## config.mk

```make
export PLATFORM = sky130hd
export DESIGN_NAME = store_merge_ram
export DESIGN_NICKNAME = d
export VERILOG_FILES = /design/src/rtl/store_merge_ram_pkg.sv /design/src/rtl/store_merge_ram_lane_merge.sv /design/src/rtl/store_merge_ram.sv
export SDC_FILE = /design/constraint.sdc
export NUM_CORES = 1
export LEC_CHECK = 0
export CELL_PAD_IN_SITES_DETAIL_PLACEMENT = 1
export CELL_PAD_IN_SITES_GLOBAL_PLACEMENT = 1
export CORE_ASPECT_RATIO = 0.6
export CORE_MARGIN = 2
export CORE_UTILIZATION = 32
export CTS_CLUSTER_DIAMETER = 150
export DETAILED_ROUTE_END_ITERATION = 12
export PLACE_DENSITY = 0.89
export SETUP_SLACK_MARGIN = 0.3
export SYNTH_ARGS = -nofsm -noshare
export SYNTH_HDL_FRONTEND = slang
export SYNTH_SLANG_ARGS = --single-unit
```

## constraint.sdc

```tcl
create_clock -name i_clk -period 2.2 [get_ports i_clk]
set_input_delay 0.44 -clock i_clk [delete_from_list [all_inputs] [get_ports i_clk]]
set_output_delay 0.44 -clock i_clk [all_outputs]
set_load 0.02 [all_outputs]
```

## src/rtl/store_merge_ram_pkg.sv

```systemverilog
// Shared definitions for the store path: size encodings (same as the load
// path), FSM state type and the request legality check.
package store_merge_ram_pkg;

    localparam logic [1:0] SZ_BYTE = 2'b00;
    localparam logic [1:0] SZ_HALF = 2'b01;
    localparam logic [1:0] SZ_WORD = 2'b10;

    typedef enum logic [1:0] {
        IDLE  = 2'b00,
        READ  = 2'b01,
        MERGE = 2'b10,
        WRITE = 2'b11
    } state_t;

    // High for an illegal size or a half/word store not naturally aligned.
    function automatic logic req_illegal(input logic [1:0] size,
                                         input logic [1:0] offset);
        logic bad;
        bad = 1'b0;
        case (size)
            SZ_BYTE: bad = 1'b0;
            SZ_HALF: bad = offset[0];
            SZ_WORD: bad = (offset != 2'b00);
            default: bad = 1'b1;
        endcase
        return bad;
    endfunction

endpackage

```

## src/rtl/store_merge_ram_lane_merge.sv

```systemverilog
// Write-direction inverse of the load lane extractor: drops right-aligned
// store data into the addressed byte/half lane(s) of an existing word.
module store_lane_merge
    import store_merge_ram_pkg::*;
(
    input  logic [1:0]  size,
    input  logic [1:0]  offset,
    input  logic [31:0] old_word,
    input  logic [31:0] store_data,
    output logic [31:0] merged
);

    // Replace the selected lane(s); every other bit comes from the old word.
    always_comb begin
        merged = old_word;
        case (size)
            SZ_BYTE: begin
                case (offset)
                    2'd0:    merged[7:0]   = store_data[7:0];
                    2'd1:    merged[15:8]  = store_data[7:0];
                    2'd2:    merged[23:16] = store_data[7:0];
                    default: merged[31:24] = store_data[7:0];
                endcase
            end
            SZ_HALF: begin
                if (offset[1]) begin
                    merged[31:16] = store_data[15:0];
                end else begin
                    merged[15:0]  = store_data[15:0];
                end
            end
            SZ_WORD: merged = store_data;
            default: merged = old_word;
        endcase
    end

endmodule

```

## src/rtl/store_merge_ram.sv

```systemverilog
// Store unit in front of a word-wide data RAM without byte enables.
// Word stores write directly; byte/half stores do read-modify-write.
module store_merge_ram
    import store_merge_ram_pkg::*;
#(
    parameter int ADDR_W = 10
) (
    input  logic              i_clk,
    input  logic              i_rst,
    input  logic              i_req_valid,
    output logic              o_req_ready,
    input  logic [31:0]       i_addr,
    input  logic [31:0]       i_wdata,
    input  logic [1:0]        i_size,
    output logic              o_done,
    output logic              o_err,
    output logic [ADDR_W-1:0] o_ram_addr,
    output logic              o_ram_we,
    output logic [31:0]       o_ram_wdata,
    input  logic [31:0]       i_ram_rdata
);

    state_t            state;
    logic [1:0]        size_q;
    logic [1:0]        offset_q;
    logic [31:0]       wdata_q;
    logic [ADDR_W-1:0] ram_addr_q;
    logic [31:0]       ram_wdata_q;
    logic              err_q;
    logic [31:0]       merged_word;

    // Address bits above the RAM range wrap and are deliberately dropped.
    logic unused_addr_bits;
    assign unused_addr_bits = ^i_addr[31:ADDR_W+2];

    store_lane_merge u_lane_merge (
        .size       (size_q),
        .offset     (offset_q),
        .old_word   (i_ram_rdata),
        .store_data (wdata_q),
        .merged     (merged_word)
    );

    // FSM, request latches and RAM-side registers.
    // ram_addr_q only moves on a legal request so an errored one leaves the
    // previously presented RAM address untouched.
    always_ff @(posedge i_clk) begin
        if (i_rst) begin
            state       <= IDLE;
            size_q      <= '0;
            offset_q    <= '0;
            wdata_q     <= '0;
            ram_addr_q  <= '0;
            ram_wdata_q <= '0;
            err_q       <= 1'b0;
        end else begin
            err_q <= 1'b0;
            case (state)
                IDLE: begin
                    if (i_req_valid) begin
                        size_q   <= i_size;
                        offset_q <= i_addr[1:0];
                        wdata_q  <= i_wdata;
                        if (req_illegal(i_size, i_addr[1:0])) begin
                            err_q <= 1'b1;
                        end else begin
                            ram_addr_q <= i_addr[ADDR_W+1:2];
                            if (i_size == SZ_WORD) begin
                                ram_wdata_q <= i_wdata;
                                state       <= WRITE;
                            end else begin
                                state <= READ;
                            end
                        end
                    end
                end
                READ:  state <= MERGE;
                MERGE: begin
                    ram_wdata_q <= merged_word;
                    state       <= WRITE;
                end
                WRITE:   state <= IDLE;
                default: state <= IDLE;
            endcase
        end
    end

    assign o_req_ready = (state == IDLE);
    assign o_ram_we    = (state == WRITE);
    assign o_done      = (state == WRITE);
    assign o_err       = err_q;
    assign o_ram_addr  = ram_addr_q;
    assign o_ram_wdata = ram_wdata_q;

endmodule

```

==> summary.md <==
| Metric | Value |
|---|---|
| Initial antenna violation count | `0` |
| Initial detailed-routing violation count | `204` |
| Most common cell after layout, fill and taps aside | `clkdlybuf4s50_1` |
| R2R depth | `4` |
| Maximum clock rate | `0.5383 GHz` |
| Cell internal pwr | `3.741 mW` |
| Worst path bufs/invs | `0` |
| Die area | `0.01325 mm2` |
| Min cycle time layout | `1.858 ns` |
| Initial Util | `0.3278` |
| Reg power frac | `0.332` |
| Vias in the first global route | `4474` |
| Worst relative slew slack | `0.6099` |
| Layout cells sized above 1 | `0.08710` |
| Crit path largest cell delay | `0.59 ns` |
| CTS clk-pin slew, worst paths | `0.06 ns` |
| Clock skew | `0.01007 ns` |
| Worst path top cell family by delay | `compound AO/OA/AOI/OAI gates` |
| Die Wd | `147.3 um` |
| Syn-to-layout area delta | `45.21%` |
| Critical path data required time | `2.42 ns` |
| Ant diodes | `0` |
| Detailed Place HPWL | `11030 um` |
| Final hold vios | `0` |
| Clock latency on the worst-skew pair | `0.34 ns` |
| Static Leak | `2.170 nW` |
| CTS tree | `done` |
| Number of setup violations in the final report | `0` |
| Biggest area consumer among synthesized cells | `dfxtp_1` |
| Critical-path cell list | `nor2b_1 > o31a_1 > a221oi_1 > o21ai_1` |
| Net Sw Power | `2.341 mW` |
| Combinational Power Share | `0.409` |
| CP Depth | `4` |
| CTS Root Cell | `clkbuf_16` |
| Synth async-reset ratio | `0` |
| Mean Syn Cell Area | `8.315 um2` |
| Arr. time, crit path | `2.08 ns` |
| Final instance area | `0.005723 mm2` |
| Drt drc | `0` |
| Worst slew pin tran | `0.5820 ns` |
| GRT Overall Usage | `0.2305` |
| Ys Warns | `0` |
| Period utilisation layout | `0.8445` |
| H-tree levels | `3` |
| Remaining Overflow, GRT | `0` |
| First-pass GRT wire length | `23920 um` |
| Largest net degree at the start of global routing | `38` |
| Critical path fanouts, max | `13` |
| 1st-pass router iterations | `4` |
| Cells after Synth | `474` |
| Synth top area share | `0.4114` |
| WL final | `15110 um` |
| Main flop type after synthesis | `dfxtp_1` |
| DR WL/cell | `19.83 um` |
| Post-synthesis sequential area ratio | `0.4114` |
| GPL Wtd Cong | `0.8751` |
| Antenna Violating Nets Remaining | `0` |
| CP startpoint kind | `flop` |
| Post-route setup TNS | `0 ns` |
| Postcts setup bufs | `0` |
| I/O pins | `147` |
| Endpoint class of the critical path | `flop` |
| Hold WC Path Type | `flop to flop` |
| Final nets | `697` |
| Std-Cell Rows | `31` |
| Routed vias | `4195` |
| Chip height | `89.97 um` |
| Commonest cells after routing, fill and taps aside | `clkdlybuf4s50_1 (122), nand2_1 (93), dfxtp_1 (79)` |
| Yosys cell types | `42` |
| Placeable Area | `0.01202 mm2` |
| Vias/cell | `5.505` |
| Sw Ratio | `0.3849` |
| IO Port Bufs | `126` |
| PwrDens | `1063 mW/mm2` |
| Slowest CP cell | `dfxtp_1` |
| Hold buffers post-CTS | `0` |
| Top cells by area, synth | `dfxtp_1 (41%), nand2_1 (8.9%), mux2i_1 (6.6%), a21oi_1 (5.8%), o21ai_0 (4.4%)` |
| CTS Sinks | `81` |
| CTS buffer count | `9` |
| RSZ-0062 raised after global routing | `yes` |
| Worst hold path depth | `2` |
| Synthesis-stage register bit count | `81` |
| Final max-slew violation count | `0` |
| Outcome | `finished, final reports clean` |
| Total of max-cap violations | `0` |
| Fillers | `1439` |
| DP Area | `0.005363 mm2` |
| EDFF count, synth | `0` |
| Clock share of power | `0.258` |
| Maximum VDD drop | `0.3929 mV` |
| Longest Clk Path Bufs | `2` |
| Synthesized Nets | `579` |
| Synth Cell Area | `0.003941 mm2` |
| Crit path kind | `flop to flop` |
[worst register-to-register path, delay by kind of cell, from the launching register on]
family           cells  cell delay [ns]
AND/OR/NAND/NOR      1             0.22
flip-flops           1             0.59
AO/OA/AOI/OAI        3             0.93
[metal layers]
metal  up-vias  routed length [um]  global-route usage  share of wire
met5         -                   0                   0              0
met4         0                 342             0.08253          0.023
met3        27                1143             0.06142          0.076
met2       161                6758              0.3555           0.45
met1      2062                6862              0.3111           0.45
li1       1945                   -                   -              -
[path summary, 6_finish.rpt]
path / from / end / slack (ns)
worst min register to register: o_ram_wdata[31]$_SDFFE_PP0P_ / o_ram_wdata[31]$_SDFFE_PP0P_ / 0.45
worst max-delay path: size_q[0]$_SDFFE_PP0N_ / o_ram_wdata[22]$_SDFFE_PP0P_ / 0.34
worst min-delay path: o_ram_wdata[31]$_SDFFE_PP0P_ / o_ram_wdata[31]$_SDFFE_PP0P_ / 0.45
worst max register to register: size_q[0]$_SDFFE_PP0N_ / o_ram_wdata[22]$_SDFFE_PP0P_ / 0.34
[layout make-up]
class / instances / area (um2) / share of cell area
Clock buffer: 12 / 256.5 / 0.04482
Clock inverter: 4 / 51.30 / 0.008964
Inverter: 6 / 22.52 / 0.003935
Multi-Input combinational cell: 349 / 2152 / 0.3760
Sequential cell: 81 / 1627 / 0.2842
Tap cell: 165 / 206.4 / 0.03607
Timing Repair Buffer: 145 / 1408 / 0.2460
[stage by stage]
| stage | instances | power (mW) | hold slack, ns | utilization | setup WS (ns) |
|---|---|---|---|---|---|
| 3_5_place_dp | 746 | 4.453 | 0.4475 | 0.4460 | 0.01262 |
| 2_1_floorplan | 474 | 3.441 | 0.4357 | - | 0.3192 |
| 6_report | 762 | 6.083 | 0.4517 | 0.4760 | 0.3422 |
| 3_3_place_gp | 746 | 4.311 | 0.4406 | 0.4460 | 0.1236 |
| 5_1_grt | 762 | 6.397 | 0.4747 | 0.4760 | 0.2978 |
| 4_1_cts | 762 | 6.031 | 0.4580 | 0.4718 | 0.3095 |
[Yosys cell counts (2+ instances only)]
library cell	instances
nand2_1	93
dfxtp_1	81
a21oi_1	46
o21ai_0	35
mux2i_1	26
o21ai_1	25
a221oi_1	16
clkbuf_1	16
and3_1	15
buf_2	13
nor2_1	11
o211ai_1	9
a211oi_1	8
a21o_1	8
a32oi_1	8
and2_1	8
a22o_1	7
o21a_1	7
inv_1	6
buf_6	4
ha_1	4
buf_1	3
a311oi_1	2
buf_4	2
nor2b_1	2
nor3_1	2
nor3b_1	2
[cells by family (layout without fill, tap and decap cells)]
family,Yosys count,after routing,share of synthesized area
buffers and inverters,44,167,0.05555
DFF,81,81,0.4114
AOI/OAI and AO/OA,176,176,0.2851
muxes,26,26,0.06603
and+or+nand+nor,143,143,0.1692
adders and majority gates,4,4,0.01270
[sequential cells by signal (all words and copies together) (netlist names)]
name         cells
size_q           2
offset_q         2
o_ram_wdata     32
state            2
wdata_q         32
o_ram_addr      10
o_err            1
[power groups by stage]
stage	sequential, mW	combinational (mW)	clock [mW]
final	2.02	2.49	1.57
after global routing	2.05	2.68	1.66
after CTS	2.00	2.43	1.59
after detailed placement	2.03	2.42	0
after global placement	2.01	2.30	0
after floorplan	2.08	1.36	0
[what timing repair did]
action	4_1_cts	5_1_grt
resized for setup	6	12
setup endpoints to repair	26	25
pin swaps	0	0
Note: power is estimated with default switching activity, not from simulation.
